File: src/rtl/mips_pkg.sv
// Shared MIPS pipeline definitions: instruction width, NOP encoding and
// the fetch-stage state encoding.
package mips_pkg;

   localparam int INSTR_W = 32;

   // All-zero word is SLL $0,$0,0, the canonical MIPS NOP
   localparam logic [INSTR_W-1:0] NOP_INSTR = '0;

   typedef enum logic [1:0] {
      FETCH = 2'd0,
      HOLD  = 2'd1,
      DRAIN = 2'd2
   } fetch_state_t;

endpackage

File: src/rtl/branch_target_calc.sv
// Combinational redirect target generation for J/JAL, JR and taken
// BEQ/BNE, resolved against the IF/ID pc+4 with priority jr > jump > branch.
module branch_target_calc #(
   parameter int ADDR_W = 32
) (
   input  logic              jump,
   input  logic              jr,
   input  logic              branch_taken,
   input  logic [ADDR_W-1:0] pc4,
   input  logic [25:0]       instr_index,
   input  logic [ADDR_W-1:0] jr_target,
   input  logic [15:0]       branch_offset,
   output logic              redirect,
   output logic [ADDR_W-1:0] target
);

   logic [ADDR_W-1:0] offset_ext;
   logic [ADDR_W-1:0] jump_addr;
   logic [ADDR_W-1:0] branch_addr;
   logic [ADDR_W-1:0] jr_addr;

   // Word offset shifted left by two and sign-extended to address width
   assign offset_ext[1:0] = 2'b00;
   generate
      for (genvar gi = 0; gi < ADDR_W - 2; gi++) begin : g_sext
         if (gi < 16) begin : g_low
            assign offset_ext[gi+2] = branch_offset[gi];
         end else begin : g_sign
            assign offset_ext[gi+2] = branch_offset[15];
         end
      end
   endgenerate

   // Jump keeps the top region bits of the delay-slot-free pc+4
   assign jump_addr   = {pc4[ADDR_W-1:28], instr_index, 2'b00};
   assign branch_addr = pc4 + offset_ext;
   // Force word alignment so imem_addr never carries stray low bits
   assign jr_addr     = {jr_target[ADDR_W-1:2], 2'b00};

   assign redirect = jr | jump | branch_taken;

   // Priority select of the redirect target
   always_comb begin
      target = branch_addr;
      if (jr) begin
         target = jr_addr;
      end else if (jump) begin
         target = jump_addr;
      end
   end

endmodule

File: src/rtl/fetch_stage.sv
// Instruction fetch stage: owns the PC, drives instruction memory requests,
// and holds the IF/ID register feeding decode. Handles decode stalls via a
// one-entry HOLD buffer and squashes obsolete in-flight fetches via DRAIN.
module fetch_stage
   import mips_pkg::*;
#(
   parameter int                ADDR_W   = 32,
   parameter logic [ADDR_W-1:0] RESET_PC = '0
) (
   input  logic               clk,
   input  logic               rst_n,
   input  logic               stall,
   input  logic               jump,
   input  logic               jr,
   input  logic               branch_taken,
   input  logic [25:0]        instr_index,
   input  logic [ADDR_W-1:0]  jr_target,
   input  logic [15:0]        branch_offset,
   output logic               imem_en,
   output logic [ADDR_W-1:0]  imem_addr,
   input  logic [INSTR_W-1:0] imem_rdata,
   input  logic               imem_ack,
   output logic [INSTR_W-1:0] if_id_instr,
   output logic [ADDR_W-1:0]  if_id_pc4,
   output logic               if_id_valid
);

   localparam logic [ADDR_W-1:0] WORD_BYTES = ADDR_W'(4);

   fetch_state_t       state_reg, state_next;
   logic [ADDR_W-1:0]  pc_reg, pc_next;
   logic [ADDR_W-1:0]  saved_target_reg, saved_target_next;
   logic [INSTR_W-1:0] buf_instr_reg, buf_instr_next;
   logic [ADDR_W-1:0]  buf_pc4_reg, buf_pc4_next;
   logic [INSTR_W-1:0] if_id_instr_reg, if_id_instr_next;
   logic [ADDR_W-1:0]  if_id_pc4_reg, if_id_pc4_next;
   logic               if_id_valid_reg, if_id_valid_next;

   logic               redirect_req;
   logic               redirect_accept;
   logic [ADDR_W-1:0]  redirect_target;
   logic [ADDR_W-1:0]  pc_plus4;

   branch_target_calc #(
      .ADDR_W (ADDR_W)
   ) u_target (
      .jump          (jump),
      .jr            (jr),
      .branch_taken  (branch_taken),
      .pc4           (if_id_pc4_reg),
      .instr_index   (instr_index),
      .jr_target     (jr_target),
      .branch_offset (branch_offset),
      .redirect      (redirect_req),
      .target        (redirect_target)
   );

   // Decode only steers fetch when it is actually advancing
   assign redirect_accept = redirect_req & ~stall;
   assign pc_plus4        = pc_reg + WORD_BYTES;

   assign imem_addr   = pc_reg;
   assign if_id_instr = if_id_instr_reg;
   assign if_id_pc4   = if_id_pc4_reg;
   assign if_id_valid = if_id_valid_reg;

   // Next-state, datapath and request-enable decode
   always_comb begin
      state_next        = state_reg;
      pc_next           = pc_reg;
      saved_target_next = saved_target_reg;
      buf_instr_next    = buf_instr_reg;
      buf_pc4_next      = buf_pc4_reg;
      if_id_instr_next  = if_id_instr_reg;
      if_id_pc4_next    = if_id_pc4_reg;
      if_id_valid_next  = if_id_valid_reg;
      imem_en           = rst_n && (state_reg != HOLD);

      case (state_reg)
         FETCH: begin
            if (stall) begin
               // Park the returning word; IF/ID is frozen by decode
               if (imem_ack) begin
                  buf_instr_next = imem_rdata;
                  buf_pc4_next   = pc_plus4;
                  pc_next        = pc_plus4;
                  state_next     = HOLD;
               end
            end else if (redirect_accept) begin
               if_id_valid_next = 1'b0;
               if_id_instr_next = NOP_INSTR;
               if (imem_ack) begin
                  pc_next = redirect_target;
               end else begin
                  // Request still outstanding: wait it out before retargeting
                  saved_target_next = redirect_target;
                  state_next        = DRAIN;
               end
            end else if (imem_ack) begin
               if_id_instr_next = imem_rdata;
               if_id_pc4_next   = pc_plus4;
               if_id_valid_next = 1'b1;
               pc_next          = pc_plus4;
            end else begin
               if_id_valid_next = 1'b0;
            end
         end

         HOLD: begin
            if (!stall) begin
               state_next = FETCH;
               if (redirect_accept) begin
                  if_id_valid_next = 1'b0;
                  if_id_instr_next = NOP_INSTR;
                  pc_next          = redirect_target;
               end else begin
                  if_id_instr_next = buf_instr_reg;
                  if_id_pc4_next   = buf_pc4_reg;
                  if_id_valid_next = 1'b1;
               end
            end
         end

         DRAIN: begin
            // Stale response is swallowed; nothing real reaches decode
            if_id_valid_next = 1'b0;
            if (imem_ack) begin
               pc_next    = saved_target_reg;
               state_next = FETCH;
            end
         end

         default: begin
            state_next = FETCH;
         end
      endcase
   end

   // State and pipeline registers with synchronous active-low reset
   always_ff @(posedge clk) begin
      if (!rst_n) begin
         state_reg        <= FETCH;
         pc_reg           <= RESET_PC;
         saved_target_reg <= RESET_PC;
         buf_instr_reg    <= NOP_INSTR;
         buf_pc4_reg      <= '0;
         if_id_instr_reg  <= NOP_INSTR;
         if_id_pc4_reg    <= '0;
         if_id_valid_reg  <= 1'b0;
      end else begin
         state_reg        <= state_next;
         pc_reg           <= pc_next;
         saved_target_reg <= saved_target_next;
         buf_instr_reg    <= buf_instr_next;
         buf_pc4_reg      <= buf_pc4_next;
         if_id_instr_reg  <= if_id_instr_next;
         if_id_pc4_reg    <= if_id_pc4_next;
         if_id_valid_reg  <= if_id_valid_next;
      end
   end

endmodule

File: config.mk
export PLATFORM = sky130hd
export DESIGN_NAME = fetch_stage
export DESIGN_NICKNAME = d
export VERILOG_FILES = /design/src/rtl/mips_pkg.sv /design/src/rtl/branch_target_calc.sv /design/src/rtl/fetch_stage.sv
export SDC_FILE = /design/constraint.sdc
export NUM_CORES = 1
export LEC_CHECK = 0
export CORE_MARGIN = 2
export CORE_UTILIZATION = 60
export DETAILED_ROUTE_END_ITERATION = 10
export DONT_BUFFER_PORTS = 1
export HOLD_SLACK_MARGIN = 0.08
export PLACE_DENSITY = 0.87
export RECOVER_POWER = 25
export REMOVE_ABC_BUFFERS = 1
export SLEW_MARGIN = 20
export SYNTH_ARGS = -nofsm -noshare
export SYNTH_HDL_FRONTEND = slang
export SYNTH_SLANG_ARGS = --single-unit
File: constraint.sdc
create_clock -name clk -period 6.9 [get_ports clk]
set_input_delay 1.035 -clock clk [delete_from_list [all_inputs] [get_ports clk]]
set_output_delay 1.035 -clock clk [all_outputs]
set_load 0.01 [all_outputs]
======== Word-level counts from Yosys, hierarchy flattened ========
Index checks and enable logic that the tools add are counted.
word-level totals
  output and inout port bits .............. 98
  flip-flop bits (word level) ............. 195
  input port bits ......................... 113
operators by class
  add/sub/neg operators ................... 2
  equality and inequality tests ........... 15
  bitwise operators ....................... 5
  multiplexer cells ....................... 35
  reduce and logical (&&, ||, !) cells .... 11
operators by type and width
  kind                                                             count
  32-bit 2-to-1 mux                                                19
  32-bit one-hot mux with 2 select lines                           2
  32-bit one-hot mux with 3 select lines                           1
  32-bit by 3-bit adder with 32-bit output, second input constant  1
  32-bit adder                                                     1
  2-bit != test, second input constant                             7
  2-bit 2-to-1 mux                                                 6
  3-bit != test, second input constant                             4
  5-bit AND reduction                                              2
  4-bit AND reduction                                              2
  2-bit one-hot mux with 3 select lines                            1
  3-bit AND reduction                                              2
  6-bit AND reduction                                              1
  1-bit 2-to-1 mux                                                 5
  4-bit != test, second input constant                             1
  1-bit one-hot mux with 3 select lines                            1
  3-bit nonzero test                                               1
  2-bit by 1-bit == test with 1-bit output, second input constant  1
  2-bit == test, second input constant                             1
  2-bit logical NOT                                                1
  2-bit by 1-bit != test with 1-bit output, second input constant  1
  1-bit NOT                                                        2
  1-bit bitwise OR                                                 2
  2-bit nonzero test                                               1
  other kinds (2)                                                  2

======== Logic depth before layout (Yosys ltp) ========
  depth in word-level cells ............... 7
  gate-level depth with buffers ........... 12
  depth with buffers taken out ............ 12

======== Hierarchy ========
From an unflattened synthesis, not the netlist that was laid out.
second synthesis, totals
  cells, all modules ...................... 1542
  area, all modules ....................... 11926.4 µm²
modules (own cells, without submodules)
  module              area an instance (µm²)  cells an instance  instances
  fetch_stage         9694.3                  1222               1
  branch_target_calc  2232.1                  320                1

======== Worst setup path before layout ========
No wires, ideal clock.
  kind .................................... input -> register
  start point ............................. input branch_offset[5]
  end point ............................... register pc_reg[30] (netlist: imem_addr[30])
  required time ........................... 6.783 ns
  data arrival time ....................... 3.593 ns
  path buffers ............................ 0
  slack ................................... 3.190 ns
  library setup time ...................... 0.117 ns
  stages on the path ...................... 10
  path through ............................ ha_1 > a21o_1 > or3_1 > o21ba_1 > a221o_1 > a31oi_4 > o21ai_2 > a41o_1 > or3b_1 > a32o_1
between the ends
  longest elaborated chain between the ends .. 7
  elaborated cells on any way between the ends .. 9
  classes of those cells .................. add/sub: 1; mux: 8
RTL lines
  item                                      line                      RTL
  start: declaration                        fetch_stage.sv:18         input logic [15:0] branch_offset,
  32-bit adder *                            branch_target_calc.sv:36  assign branch_addr = pc4 + offset_ext;
  32-bit 2-to-1 mux *                       branch_target_calc.sv:47  end else if (jump) begin
  32-bit 2-to-1 mux *                       branch_target_calc.sv:45  if (jr) begin
  32-bit 2-to-1 mux                         fetch_stage.sv:92         if (imem_ack) begin
  32-bit 2-to-1 mux                         fetch_stage.sv:89         end else if (redirect_accept) begin
  32-bit 2-to-1 mux                         fetch_stage.sv:81         if (stall) begin
  32-bit one-hot mux with 3 select lines *  fetch_stage.sv:79         case (state_reg)
  end signal: assignment                    fetch_stage.sv:152        pc_reg <= pc_next;
  end: declaration                          fetch_stage.sv:31         logic [ADDR_W-1:0] pc_reg, pc_next;
Every way passes the cells marked *; elsewhere a longest branch is shown, timed or not. The select of a mux whose other input is x is not followed.
A chain may end at the register's enable or synchronous reset.

======== Worst setup path after layout ========
  start point ............................. register state_reg[0]
  end point ............................... register pc_reg[28] (netlist: imem_addr[28])
between the ends
  longest elaborated chain between the ends .. 3
  elaborated cells on any way between the ends .. 10
  classes of those cells .................. eq/ne: 6; mux: 1; reduce/logical: 3
RTL lines
  item                                                              line                RTL
  start: declaration                                                fetch_stage.sv:30   fetch_state_t state_reg, state_next;
  start signal: assignment                                          fetch_stage.sv:151  state_reg <= state_next;
  2-bit by 1-bit == test with 1-bit output (tied with other cells)  fetch_stage.sv:79
  2-bit != test (no line) (tied with other cells)                   -
  5-bit AND reduction (no line)                                     -
Parallel ways exist; a longest one is shown, timed or not.

==> flow_summary.json <==
{
  "status": "completed",
  "instances_no_fill": 1701,
  "dp.cells": 1667,
  "drv_cap": 0,
  "dr.pass1.iters": 6,
  "hp-class": "register to register",
  "io_pins": 211,
  "synth-main-ff-cell": "dfxtp_1",
  "track_usage_pct": 31.91,
  "path_cells": "ha_4 -> buf_4 -> clkinv_1 -> nand2_1 -> a21oi_1 -> a211oi_1 -> a21oi_1 -> a311oi_1",
  "syn_inst": 1546,
  "routed_wl_mm": 33.42,
  "first_iter_violations": 1081,
  "wl_per_cell_um": 19.65,
  "antenna_found_initial": 1,
  "die-area_um2": 20230,
  "p_per_area_nw_per_um2": 240.2,
  "crit_top_cell": "a21oi_1",
  "hpwl_mm": 22.47,
  "end_kind": "register",
  "timing_worst_setup_path_type": "register to register",
  "cts_tree": "yes",
  "cp-start-kind": "register",
  "viasPerCell": 6.530,
  "cts_sinks": 195,
  "yosysWarnings": 0,
  "r2r-start": "state_reg[0]",
  "clock_skew_ns": 0.007826,
  "ys_ff_latch": 195,
  "p_leak_nw": 4.327,
  "cp.arrival_ns": 4.45,
  "synth_area_leaders": "dfxtp_1, nand2_1, a21oi_1",
  "h-tree-depth": 4,
  "syn_area_um2": 11460,
  "grt_setup_unrepaired": "false",
  "finalWeightedCongestion": 0.9160,
  "timing.fmax_ghz": 0.2432,
  "initial_utilization_pct": 61.28,
  "ys_types": 70,
  "critPathRequiredTime_ns": 7.23,
  "fin_crit_ns": 4.112,
  "cp_max_fo": 68,
  "max-vdd-ir-drop_uv": 189.8,
  "final.setup.tns_ns": 0,
  "async_flop_share_pct": 0,
  "grt_pass1_vias": 10020,
  "maxSlewViolCount": 0,
  "synth_top_area_share_pct": 34.05,
  "most-common-layout-cells": "nand2_1, a21oi_1, dfxtp_1",
  "hold_viol": 0,
  "core_area_um2": 18710,
  "period_share_pct": 59.59,
  "setup_viol": 0,
  "placementRows": 50,
  "grt.overflow.total": 0,
  "layout.cells.most_common": "nand2_1",
  "drcViolationCount": 0,
  "drtAntennaViolNets": 0,
  "hold_buffers": 0,
  "holdWs_ns": 0.4561,
  "avgSynthCellArea_um2": 7.415,
  "cpMaxStageDelayCell": "clkinv_1",
  "critPathMaxStageDelay_ns": 0.90,
  "yosysTopAreaCell": "dfxtp_1",
  "dr_total_vias": 11110,
  "min_from": "buf_instr_reg[28]",
  "synth-edff-count": 0,
  "layout-drive-gt1-share_pct": 4.638,
  "cts_max_path_buffers": 2,
  "layout.nets": 1601,
  "grt_max_degree": 100,
  "grt_pass1_wl_mm": 51.74,
  "final_util_pct": 64.09,
  "die_w_um": 142.2,
  "worst_pin_slew_ns": 1.053,
  "root_buffer": "clkbuf_16",
  "insertion_delay_ns": 0.43,
  "clk_pin_slew_ns": 0.07,
  "post_cts_buffers": 0,
  "cts_buffers": 17,
  "startpoint": "state_reg[0]",
  "cts.repair.resized": 0,
  "area_growth_pct": 4.584,
  "slew_headroom_pct": 29.80,
  "port_buffers": 0,
  "yosysSeqAreaShare_pct": 34.05,
  "die-height_um": 142.2
}
[worst paths after layout]
path / endpoint / slack [ns] / depth (start not counted)
setup / recovery: imem_addr[28] / 2.79 / 8
hold / removal: buf_instr_reg[28] / 0.46 / 2
setup reg to reg: imem_addr[28] / 2.79 / 8
hold reg to reg: buf_instr_reg[28] / 0.46 / 2
[kinds of logic after synthesis]
| logic type | share of synthesized area (%) |
|---|---|
| AO/OA/AOI/OAI | 26.99 |
| AND/OR/NAND/NOR | 22.10 |
| XOR/XNOR | 3.897 |
| multiplexers | 4.246 |
| buffers and inverters | 4.824 |
| adder cells (fa/ha/maj) | 3.886 |
| flip-flops | 34.05 |
[synth_stat cells, types with 3 or more instances]
master / n
a211oi_1: 51
a21o_1: 17
a21oi_1: 196
a221o_1: 4
a221oi_1: 9
a222oi_1: 4
a22o_1: 4
a22oi_1: 7
a311oi_1: 7
a31oi_1: 6
a32oi_1: 7
and2_1: 6
and3_1: 18
and4_1: 7
buf_1: 10
buf_2: 3
clkbuf_1: 112
dfxtp_1: 195
ha_1: 34
inv_1: 13
mux2_2: 4
mux2i_1: 43
nand2_1: 278
nand2b_1: 11
nand3_1: 37
nand4_1: 10
nor2_1: 137
nor2b_1: 4
nor3_1: 53
nor3b_1: 3
o2111ai_1: 4
o211ai_1: 31
o21a_1: 18
o21ai_0: 77
o21bai_1: 4
o221ai_1: 6
o22ai_1: 7
o2bb2ai_1: 4
o31ai_1: 7
or2_2: 4
or3_1: 9
xnor2_1: 26
xor2_1: 25
[critical path, delay by kind of cell, from the launching register on]
kind	cells	cell delay, ns
AO/OA/AOI/OAI	4	0.69
adder cells (fa/ha/maj)	1	0.75
buffers and inverters	2	1.47
flip-flops	1	0.49
AND/OR/NAND/NOR	1	0.59
[report_power, final]
| group | internal, mW | leakage (nW) | total [mW] | switching, mW |
|---|---|---|---|---|
| Sequential | 1.21 | 1.59 | 1.35 | 0.135 |
| Clock | 0.484 | 0.273 | 0.949 | 0.465 |
| Combinational | 0.214 | 2.46 | 0.585 | 0.370 |
| Total | 1.91 | 4.33 | 2.88 | 0.971 |
[per-layer routing]
metal / global-route usage (%) / routed length (um) / vias to the layer above
met2: 49.76 / 15140 / 549
met5: 0 / 0 / -
met3: 10.50 / 4135 / 77
li1: - / - / 5342
met1: 40.87 / 13150 / 5139
met4: 12.84 / 995 / 0
[cell type report]
type                       count  area [um^2]
antenna                        1        2.502
clock buffer                  18        439.2
clock inverter                14        123.9
fill                        1586         6716
inverter                      16        62.56
multi-input combinational   1207         7032
sequential                   195         3904
tap                          234        292.8
timing repair buffer          16        132.6
[per-stage QoR]
| stage | power (mW) | cell area (um^2) | setup slack [ns] |
|---|---|---|---|
| 6_report | 2.880 | 11990 | 2.788 |
| 5_1_grt | 3.005 | 11990 | 2.589 |
| 4_1_cts | 2.875 | 11970 | 2.910 |
| 3_5_place_dp | 1.934 | 11400 | 2.714 |
| 3_3_place_gp | 1.912 | 11400 | 2.768 |
| 2_1_floorplan | 1.762 | 10970 | 1.024 |
Note: power is estimated with default switching activity, not from simulation.
